### config.mk
export PLATFORM = sky130hd
export DESIGN_NAME = vga_sprite_mover
export DESIGN_NICKNAME = d
export VERILOG_FILES = /design/src/rtl/vga_sprite_mover.sv
export SDC_FILE = /design/constraint.sdc
export NUM_CORES = 1
export LEC_CHECK = 0
export BUFFER_PORTS_ARGS = -buffer_cell sky130_fd_sc_hd__buf_2
export CELL_PAD_IN_SITES_DETAIL_PLACEMENT = 0
export CELL_PAD_IN_SITES_GLOBAL_PLACEMENT = 2
export CORE_ASPECT_RATIO = 1.4
export CORE_UTILIZATION = 37
export DETAILED_ROUTE_END_ITERATION = 16
export PLACE_DENSITY_LB_ADDON = 0.25
export SLEW_MARGIN = 20
export SYNTH_ARGS = -nofsm -noshare
export SYNTH_HDL_FRONTEND = slang
export SYNTH_SLANG_ARGS = --single-unit
export TNS_END_PERCENT = 20
### constraint.sdc
create_clock -name clk -period 4.7 [get_ports clk]
set_clock_uncertainty 0.05 [all_clocks]
set_input_delay 0.94 -clock clk [delete_from_list [all_inputs] [get_ports clk]]
set_output_delay 0.94 -clock clk [all_outputs]
set_load 0.01 [all_outputs]
### src/rtl/vga_sprite_mover.sv
// Multi-sprite overlay stage: per-frame button-driven movement of one selected
// sprite with clamping and hold-to-accelerate, plus per-pixel priority compositing.
module vga_sprite_mover #(
    parameter int NUM_SPRITES = 4,
    parameter int SPRITE_W    = 50,
    parameter int SPRITE_H    = 50,
    parameter int WIDTH       = 640,
    parameter int HEIGHT      = 480,
    parameter int STEP        = 1,
    parameter int FAST_STEP   = 4,
    parameter int HOLD_FRAMES = 30,
    parameter int COLOR_W     = 12,
    parameter logic [COLOR_W*NUM_SPRITES-1:0] SPRITE_COLORS = 48'hA00_F00_0F0_00F,
    localparam int SEL_W      = (NUM_SPRITES > 1) ? $clog2(NUM_SPRITES) : 1
) (
    input  logic                      clk,
    input  logic                      reset,
    input  logic                      frame_end,
    input  logic                      up,
    input  logic                      down,
    input  logic                      left,
    input  logic                      right,
    input  logic [SEL_W-1:0]          sel,
    input  logic [9:0]                x,
    input  logic [8:0]                y,
    input  logic                      active,
    input  logic [COLOR_W-1:0]        bg_color,
    output logic [COLOR_W-1:0]        pix_color,
    output logic [10*NUM_SPRITES-1:0] pos_x,
    output logic [9*NUM_SPRITES-1:0]  pos_y
);

    localparam int HOLD_W = $clog2(HOLD_FRAMES + 1);
    localparam logic signed [10:0] X_MAX = 11'(WIDTH - SPRITE_W);
    localparam logic signed [10:0] Y_MAX = 11'(HEIGHT - SPRITE_H);

    if ((NUM_SPRITES < 1) || (NUM_SPRITES > 8) || (NUM_SPRITES * SPRITE_W > WIDTH)) begin : g_param_check
        $error("vga_sprite_mover: unsupported sprite count or sprites do not fit the screen width");
    end

    logic [9:0]          px_q [NUM_SPRITES];
    logic [9:0]          px_d [NUM_SPRITES];
    logic [8:0]          py_q [NUM_SPRITES];
    logic [8:0]          py_d [NUM_SPRITES];
    logic [HOLD_W-1:0]   hold_q, hold_d;
    logic [SEL_W-1:0]    sel_prev_q, sel_prev_d;
    logic                fe_q;
    logic                armed_q;
    logic [COLOR_W-1:0]  pix_q, pix_d;

    logic                tick_s;
    logic                sel_chg_s;
    logic                any_dir_s;
    logic signed [10:0]  step_s;
    logic [9:0]          cur_x_s;
    logic [8:0]          cur_y_s;
    logic signed [10:0]  nx_s, ny_s;
    logic [9:0]          new_x_s;
    logic [8:0]          new_y_s;
    logic                hit_s;
    logic [COLOR_W-1:0]  hit_col_s;

    // armed_q blocks a tick when frame_end is already high as reset releases
    assign tick_s = frame_end & ~fe_q & armed_q;

    // Movement of the selected sprite and hold counter update on the frame tick
    always_comb begin
        px_d       = px_q;
        py_d       = py_q;
        hold_d     = hold_q;
        sel_prev_d = sel_prev_q;
        cur_x_s    = 10'd0;
        cur_y_s    = 9'd0;
        for (int i = 0; i < NUM_SPRITES; i++) begin
            cur_x_s = (sel == SEL_W'(i)) ? px_q[i] : cur_x_s;
            cur_y_s = (sel == SEL_W'(i)) ? py_q[i] : cur_y_s;
        end
        sel_chg_s = (sel != sel_prev_q);
        any_dir_s = up | down | left | right;
        step_s    = (!sel_chg_s && (hold_q == HOLD_W'(HOLD_FRAMES))) ? 11'(FAST_STEP) : 11'(STEP);

        if (right && !left) begin
            nx_s = $signed({1'b0, cur_x_s}) + step_s;
        end else if (left && !right) begin
            nx_s = $signed({1'b0, cur_x_s}) - step_s;
        end else begin
            nx_s = $signed({1'b0, cur_x_s});
        end
        if (down && !up) begin
            ny_s = $signed({2'b00, cur_y_s}) + step_s;
        end else if (up && !down) begin
            ny_s = $signed({2'b00, cur_y_s}) - step_s;
        end else begin
            ny_s = $signed({2'b00, cur_y_s});
        end

        if (nx_s < 11'sd0) begin
            new_x_s = 10'd0;
        end else if (nx_s > X_MAX) begin
            new_x_s = X_MAX[9:0];
        end else begin
            new_x_s = nx_s[9:0];
        end
        if (ny_s < 11'sd0) begin
            new_y_s = 9'd0;
        end else if (ny_s > Y_MAX) begin
            new_y_s = Y_MAX[8:0];
        end else begin
            new_y_s = ny_s[8:0];
        end

        if (tick_s) begin
            for (int i = 0; i < NUM_SPRITES; i++) begin
                px_d[i] = (sel == SEL_W'(i)) ? new_x_s : px_q[i];
                py_d[i] = (sel == SEL_W'(i)) ? new_y_s : py_q[i];
            end
            sel_prev_d = sel;
            if (sel_chg_s || !any_dir_s) begin
                hold_d = {HOLD_W{1'b0}};
            end else if (hold_q == HOLD_W'(HOLD_FRAMES)) begin
                hold_d = hold_q;
            end else begin
                hold_d = hold_q + HOLD_W'(1);
            end
        end else begin
            sel_prev_d = sel_prev_q;
        end
    end

    // Hit test and priority compositing; descending loop lets the lowest index win
    always_comb begin
        hit_s     = 1'b0;
        hit_col_s = {COLOR_W{1'b0}};
        for (int i = NUM_SPRITES - 1; i >= 0; i--) begin
            if (({1'b0, x} >= {1'b0, px_q[i]}) && ({1'b0, x} < ({1'b0, px_q[i]} + 11'(SPRITE_W))) &&
                ({1'b0, y} >= {1'b0, py_q[i]}) && ({1'b0, y} < ({1'b0, py_q[i]} + 10'(SPRITE_H)))) begin
                hit_s     = 1'b1;
                hit_col_s = SPRITE_COLORS[i*COLOR_W +: COLOR_W];
            end else begin
                hit_col_s = hit_col_s;
            end
        end
        if (!active) begin
            pix_d = {COLOR_W{1'b0}};
        end else if (hit_s) begin
            pix_d = hit_col_s;
        end else begin
            pix_d = bg_color;
        end
    end

    // State registers
    always_ff @(posedge clk or posedge reset) begin
        if (reset) begin
            fe_q       <= 1'b0;
            armed_q    <= 1'b0;
            hold_q     <= {HOLD_W{1'b0}};
            sel_prev_q <= {SEL_W{1'b0}};
            pix_q      <= {COLOR_W{1'b0}};
            for (int i = 0; i < NUM_SPRITES; i++) begin
                px_q[i] <= 10'(i * SPRITE_W);
                py_q[i] <= 9'd0;
            end
        end else begin
            fe_q       <= frame_end;
            armed_q    <= armed_q | ~frame_end;
            hold_q     <= hold_d;
            sel_prev_q <= sel_prev_d;
            pix_q      <= pix_d;
            px_q       <= px_d;
            py_q       <= py_d;
        end
    end

    // Flatten position registers onto the output buses
    always_comb begin
        for (int i = 0; i < NUM_SPRITES; i++) begin
            pos_x[i*10 +: 10] = px_q[i];
            pos_y[i*9 +: 9]   = py_q[i];
        end
    end

    assign pix_color = pix_q;

endmodule

==> Word-level counts from Yosys, hierarchy flattened <==
Index checks and enable logic that the tools add are counted.
{ "op_classes": {"multipliers": 0, "order_cmp": 20, "n_addsub": 13, "mux": 29, "reduce_logical": 30, "shifts": 0, "eq_ne": 6, "n_div": 0, "n_bitwise": 8} }
{ "op_table": {"columns": ["cell", "count"], "rows": [
  ["12-bit two-way mux", 6],
  ["10-bit two-way mux", 6],
  ["9-bit two-way mux", 6],
  ["10-bit by 6-bit adder with 11-bit output, second input constant", 4],
  ["10-bit by 11-bit < comparator with 1-bit output", 4],
  ["11-bit two-way mux", 4],
  ["9-bit by 6-bit adder with 10-bit output, second input constant", 4],
  ["10-bit >= comparator", 4],
  ["9-bit by 10-bit < comparator with 1-bit output", 4],
  ["9-bit >= comparator", 4],
  ["11-bit by 1-bit < comparator with 1-bit output, second input constant", 2],
  ["1-bit logical AND", 17],
  ["10-bit by 3-bit adder with 11-bit output", 1],
  ["11-bit by 10-bit greater-than comparator with 1-bit output, second input constant", 1],
  ["11-bit greater-than comparator, second input constant", 1],
  ["10-bit by 3-bit subtractor with 11-bit output", 1],
  ["9-bit by 3-bit adder with 10-bit output", 1],
  ["5-bit two-way mux", 2],
  ["2-bit AND reduction", 5],
  ["9-bit by 3-bit subtractor with 10-bit output", 1],
  ["1-bit logical NOT", 6],
  ["5-bit by 1-bit adder with 5-bit output, second input constant", 1],
  ["5-bit equality test, second input constant", 1],
  ["2-bit equality test, second input constant", 2],
  ["10 further kinds", 18]
]} }
{ "word_totals": {"ff_bits": 97, "latch_bits": 0, "input_bits": 41, "mem_count": 0, "ramBits": 0, "wordCells": 119, "rom_bits": 0} }

==> Logic depth before layout (Yosys ltp) <==
{ "logic_depth": {"ltp_word": 11, "depth_mapped": 17} }

==> Worst setup path after synthesis <==
OpenSTA, ideal clock, no wires.
{ "synth_path": {"kind": "input to register", "start": "input port sel[1]", "end": "register px_q, in the netlist pos_x[21]", "stages": 17, "arrival_time_ns": 4.178, "setup_slack_ns": 0.348, "setup_time_ns": 0.125, "cell_sequence": "buf_4 > buf_2 > buf_2 > xnor2_1 > nand2_1 > or2_2 > ha_1 > ha_1 > nor2b_1 > o21ai_0 > nor3_1 > or3_1 > a21oi_1 > o21ai_1 > nand2_1 > a21oi_1 > mux2_2"} }
{ "synth_between": {"elab_chain_len": 11} }
{ "synth_rtl": {"columns": ["item", "line", "text"], "rows": [
  ["from (decl)", "23", "input logic [SEL_W-1:0] sel,"],
  ["2-bit logical NOT", "75", "cur_x_s = (sel == SEL_W'(i)) ? px_q[i] : cur_x_s;"],
  ["10-bit two-way mux (4 in series)", "75", null],
  ["10-bit by 3-bit subtractor with 11-bit output", "85", "nx_s = $signed({1'b0, cur_x_s}) - step_s;"],
  ["11-bit two-way mux", "84", "end else if (left && !right) begin"],
  ["11-bit two-way mux", "82", "if (right && !left) begin"],
  ["11-bit greater-than comparator", "99", "end else if (nx_s > X_MAX) begin"],
  ["10-bit two-way mux", "99", null],
  ["10-bit two-way mux", "97", "if (nx_s < 11'sd0) begin"],
  ["to (signal, indexed assignment)", "161", "px_q[i] <= 10'(i * SPRITE_W);"],
  ["to (signal assigned)", "170", "px_q <= px_d;"],
  ["to (decl)", "41", "logic [9:0] px_q [NUM_SPRITES];"]
]} }
Parallel ways exist; a longest one is shown, timed or not.
A chain may end at the register's enable or synchronous reset.

==> Final worst setup path <==
{ "layout_path": {"start": "input port sel[1]", "end": "register px_q, in the netlist pos_x[1]"} }
{ "layout_between": {"elab_chain_len": 11} }
{ "layout_rtl": {"columns": ["item", "line"], "rows": [
  ["2-bit logical NOT", "75, 114"],
  ["10-bit two-way mux (4 in series)", "75"],
  ["10-bit by 3-bit subtractor with 11-bit output", "85"],
  ["11-bit two-way mux", "84"],
  ["11-bit two-way mux", "82"],
  ["11-bit greater-than comparator", "99"],
  ["10-bit two-way mux", "99"],
  ["10-bit two-way mux", "97"]
]} }
Parallel ways exist; a longest one is shown, timed or not.

==> Flow_metrics.wiki <==
{| class="wikitable"
! Metric !! Value
|-
| Status || finished clean
|-
| Clock-pin transition on the worst setup and hold timing paths || 0.07 ns
|-
| Pins over their slew limit || 0
|-
| Number of stages on the worst hold path || 1
|-
| H-tree Lvls || 3
|-
| Element type at the critical path end || flip-flop
|-
| Peak supply drop || 0.326 mV
|-
| Remaining global-route overflow || 0
|-
| Total internal power || approximately 0.0037 W
|-
| Synth Net Count || 1245
|-
| Register area share after synthesis || 25.7%
|-
| Layout fillers || approximately 2600
|-
| Highest-delay cell along the critical path || sky130_fd_sc_hd__a21oi_1
|-
| Count of input and output buffers || around 130
|-
| Maximum clock rate || between 0.2 and 0.25 GHz
|-
| Final RePlAce weighted congestion || 0.861
|-
| PnR Total Power || between 0.007 and 0.008 W
|-
| Ordered cell list for the critical path || buf_2 -> xnor2_1 -> nand2_1 -> or2_2 -> ha_1 -> ha_1 -> nor2b_1 -> o21ai_0 -> nor3_1 -> or3_1 -> a21oi_1 -> o21ai_1 -> nand2_1 -> a21oi_1 -> mux2_2
|-
| Proportion of power drawn by the clock network || 11.3%
|-
| Shortest period the worst path allows || between 4 and 5 ns
|-
| Final Hold Viols || 0
|-
| Buffer count from post-CTS setup fixing || 0
|-
| Number of DRC markers after the initial detailed-route iteration || 371
|-
| First-pass GRT wire length || 47.1 mm
|-
| Critical path's largest stage delay || 0.41 ns
|-
| Worst Min Path Start || armed_q
|-
| Area of the die || 26400 sq um
|-
| Startpoint types || primary input
|-
| CTS tree || yes
|-
| Count of nets after finishing || 1377
|-
| DRC violations left || 0
|-
| CTS buffer count || 9
|-
| Required time at the worst-slack endpoint || 4.89 ns
|-
| Launch instance of the worst register-to-register path || hold_q[0]
|-
| Total setup violations reported at the end of the flow || 0
|-
| R2r endpoint || pos_x[1]
|-
| Maximum buffer depth of the clock tree || 2
|-
| Total power divided by cell area || 660 nW/um^2
|-
| Final core utilization || a little over two fifths
|-
| Top cell type by total area after synthesis || sky130_fd_sc_hd__dfrtp_1
|-
| DRT Pass-1 Iters || 5
|-
| Count of antenna diodes in the layout || 0
|-
| Fin Setup TNS || 0 ns
|-
| Avg Cell Area, Syn || ~9.2 sq um
|-
| Net switching power || 0.00348 W
|-
| Critical path arrival || about 4.5 ns
|-
| Vias/cell || roughly 5.6
|-
| Unique masters post-synth || 77
|-
| Overall Global Routing Usage || a little under a quarter
|-
| Warnings from Yosys || 0
|-
| # rows || 69
|-
| End point of the worst hold path || armed_q
|-
| Number of instances in the synthesized netlist || 1038
|-
| Crit share post-route || 90.6%
|-
| Floorplan core area || 25300 sq um
|-
| Switching part of the total || 48.4%
|-
| Insertion delay to the later sink of the worst-skew pair || between 0.3 and 0.4 ns
|-
| Cell area after synthesis || 9510 sq um
|-
| Reg-to-reg slack, setup || 0.77 ns
|-
| Sum of routed wire length over all layers || 30.4 mm
|-
| Placed wire-length estimate after detailed placement || ~24 mm
|-
| Reported max-cap violation count || 0
|-
| Hold buffer count at CTS || 0
|-
| Die X-Extent || around 140 microns
|-
| Share of power burned in combinational logic || 63.8%
|-
| Count of clock tree sinks || 97
|-
| Number of global-route vias before repair || 8328
|-
| Critical path start-end classification || primary input to flip-flop
|-
| Number of enable flip-flop cells after synthesis || 0
|-
| Class of the most critical hold timing path || flip-flop to flip-flop
|-
| Sequential group share of total power || 24.8%
|-
| Wire length per cell || 20.3 microns
|-
| Post-detailed-route count of antenna-violating nets || 0
|-
| Number of top-level pins || 129
|-
| Register bit total from synthesis || 97
|-
| Die Ht || roughly 190 microns
|-
| Most used flip-flop cell after synthesis || sky130_fd_sc_hd__dfrtp_1
|-
| Relative slew slack || 32.5%
|-
| Proportion of netlist area held by the largest area contributor || 22.9%
|-
| Ranking of synthesized cells by area || sky130_fd_sc_hd__dfrtp_1 23%, sky130_fd_sc_hd__ha_1 22%, sky130_fd_sc_hd__xnor2_1 5.8%
|-
| Root buf cell || sky130_fd_sc_hd__clkbuf_16
|-
| RSZ-0062 raised after global routing || false
|-
| Leak || 5.18 nW
|-
| Launch point of the critical path || sel[1]
|-
| Cell depth of the worst flop-to-flop path || 15
|-
| Share of final-layout standard cells stronger than drive strength 1 || 20.3%
|-
| Slew at the pin with the worst max-slew slack || 1.01 ns
|-
| Gates resized, CTS repair || 0
|-
| Area growth from synthesis to final layout || 14.5%
|-
| Initial antenna violation count || 0
|-
| Maximum number of pins on one net before global-route repair || 72
|-
| Initial core utilization || 37.6%
|-
| Fraction of synthesis flops using an asynchronous set or reset pin || 100%
|-
| Via count || 8350
|-
| Highest fanout seen on the critical path || 12
|}
==> placed cells by master (no fill, tap or decap), types with 10 or more instances in the layout <==
| cell | Yosys | layout |
|---|---|---|
| sky130_fd_sc_hd__and3_1 | 13 | 13 |
| sky130_fd_sc_hd__inv_1 | 94 | 93 |
| sky130_fd_sc_hd__a31oi_1 | 14 | 14 |
| sky130_fd_sc_hd__nor2b_1 | 15 | 15 |
| sky130_fd_sc_hd__nand4_1 | 13 | 13 |
| sky130_fd_sc_hd__nand2_1 | 96 | 96 |
| sky130_fd_sc_hd__mux2_2 | 20 | 20 |
| sky130_fd_sc_hd__nand3_1 | 18 | 18 |
| sky130_fd_sc_hd__mux4_2 | 19 | 19 |
| sky130_fd_sc_hd__o21a_1 | 12 | 12 |
| sky130_fd_sc_hd__nor2_1 | 38 | 36 |
| sky130_fd_sc_hd__nand2b_1 | 22 | 22 |
| sky130_fd_sc_hd__a211oi_1 | 14 | 14 |
| sky130_fd_sc_hd__xnor2_1 | 63 | 63 |
| sky130_fd_sc_hd__a21oi_1 | 54 | 54 |
| sky130_fd_sc_hd__o21ai_0 | 54 | 54 |
| sky130_fd_sc_hd__o22ai_1 | 11 | 11 |
| sky130_fd_sc_hd__dfstp_2 | 10 | 10 |
| sky130_fd_sc_hd__dfrtp_1 | 87 | 87 |
| sky130_fd_sc_hd__nor3_1 | 17 | 16 |
| sky130_fd_sc_hd__ha_1 | 166 | 166 |
| sky130_fd_sc_hd__buf_2 | 4 | 128 |
| sky130_fd_sc_hd__buf_4 | 1 | 18 |
| sky130_fd_sc_hd__a21o_1 | 33 | 33 |
==> state kept, by name, indices dropped and copies added, names as in the netlist <==
signal and flops:
armed_q 1, fe_q 1, hold_q 5, pix_color 12, pos_x 40, pos_y 36, sel_prev_q 2
==> power groups by stage <==
stage               clock network, W  registers [W]  logic [W]
floorplan                          0        0.00171    0.00310
global placement                   0        0.00182    0.00455
detailed placement                 0        0.00181    0.00459
CTS                         0.000838        0.00180    0.00463
global route                0.000866        0.00184    0.00521
finish                      0.000816        0.00179    0.00459
==> layer usage <==
layer / global-route usage, % / wire length (microns) / up-vias
li1: - / - / 4075
met1: 29.1 / 12900 / 4054
met2: 43.4 / 15700 / 182
met3: 2.22 / 846 / 39
met4: 8.45 / 864 / 0
met5: 0 / 0 / -
==> cells by family (layout without fill, tap and decap cells) <==
logic type	Yosys count	in the layout	share of synthesized area (%)
AOI/OAI and AO/OA	283	283	20.5
xor gates and xnor gates	67	67	6.17
and+or+nand+nor	263	263	13.6
adders and majority gates	166	166	21.8
DFF	97	97	25.7
buffers and inverters	120	257	5.07
muxes	42	42	7.20
==> cells in the mapped netlist (3+ instances only) <==
| master | count |
|---|---|
| sky130_fd_sc_hd__a22o_1 | 6 |
| sky130_fd_sc_hd__ha_1 | 166 |
| sky130_fd_sc_hd__or4_1 | 4 |
| sky130_fd_sc_hd__o21bai_1 | 9 |
| sky130_fd_sc_hd__or3_1 | 5 |
| sky130_fd_sc_hd__nand2b_1 | 22 |
| sky130_fd_sc_hd__xor2_1 | 4 |
| sky130_fd_sc_hd__inv_1 | 94 |
| sky130_fd_sc_hd__mux2_2 | 20 |
| sky130_fd_sc_hd__a211oi_1 | 14 |
| sky130_fd_sc_hd__a31o_2 | 6 |
| sky130_fd_sc_hd__nor2_1 | 38 |
| sky130_fd_sc_hd__o2111ai_1 | 4 |
| sky130_fd_sc_hd__nor3_1 | 17 |
| sky130_fd_sc_hd__o22ai_1 | 11 |
| sky130_fd_sc_hd__or2_2 | 5 |
| sky130_fd_sc_hd__a22oi_1 | 6 |
| sky130_fd_sc_hd__o21ai_1 | 8 |
| sky130_fd_sc_hd__a2111oi_0 | 3 |
| sky130_fd_sc_hd__xnor2_1 | 63 |
| sky130_fd_sc_hd__nor2b_1 | 15 |
| sky130_fd_sc_hd__nor4_1 | 4 |
| sky130_fd_sc_hd__a21o_1 | 33 |
| sky130_fd_sc_hd__dfrtp_1 | 87 |
| sky130_fd_sc_hd__a31oi_1 | 14 |
| sky130_fd_sc_hd__nand4_1 | 13 |
| sky130_fd_sc_hd__nand2_1 | 96 |
| sky130_fd_sc_hd__mux4_2 | 19 |
| sky130_fd_sc_hd__a41oi_1 | 4 |
| sky130_fd_sc_hd__buf_2 | 4 |
| sky130_fd_sc_hd__o31ai_1 | 8 |
| sky130_fd_sc_hd__o21a_1 | 12 |
| sky130_fd_sc_hd__a21oi_1 | 54 |
| sky130_fd_sc_hd__dfstp_2 | 10 |
| sky130_fd_sc_hd__o211ai_1 | 7 |
| sky130_fd_sc_hd__buf_6 | 3 |
| sky130_fd_sc_hd__nand3_1 | 18 |
| sky130_fd_sc_hd__o21ai_0 | 54 |
| sky130_fd_sc_hd__and3_1 | 13 |
| sky130_fd_sc_hd__clkbuf_1 | 17 |
==> layout make-up <==
class / count / area, sq um / share of cell area (%)
clock inverter: 6 / 90.1 / 0.827
clock buffer: 10 / 229 / 2.10
tap: 319 / 399 / 3.66
inverter: 95 / 359 / 3.30
multi-input combinational: 821 / 6600 / 60.6
sequential: 97 / 2440 / 22.4
timing repair buffer: 146 / 776 / 7.12
==> through the flow <==
step / instance area, sq um / setup WS [ns] / instances / hold slack [ns]
finish: 10900 / 0.442 / 1494 / 0.422
global route: 10900 / 0.109 / 1494 / 0.448
CTS: 10900 / 0.494 / 1494 / 0.423
detailed placement: 10600 / 0.107 / 1478 / 0.405
global placement: 10600 / 0.226 / 1478 / 0.399
floorplan: 9510 / 0.348 / 1038 / 0.385
==> worst max-delay path, delay by kind of cell <==
family	cells	cell delay, ns
mux	1	0.29
simple gates	6	1.18
xor+xnor	1	0.19
compound gates	4	1.01
buf+inv	1	0.37
fa+ha+maj	2	0.45
==> worst max path at each step <==
stage / endpoint / slack [ns]
floorplan: pos_x[21] / 0.35
global placement: pos_x[1] / 0.23
detailed placement: pos_x[1] / 0.11
CTS: pos_x[1] / 0.49
global route: pos_x[12] / 0.11
finish: pos_x[1] / 0.44
Note: power is estimated with default switching activity, not from simulation.
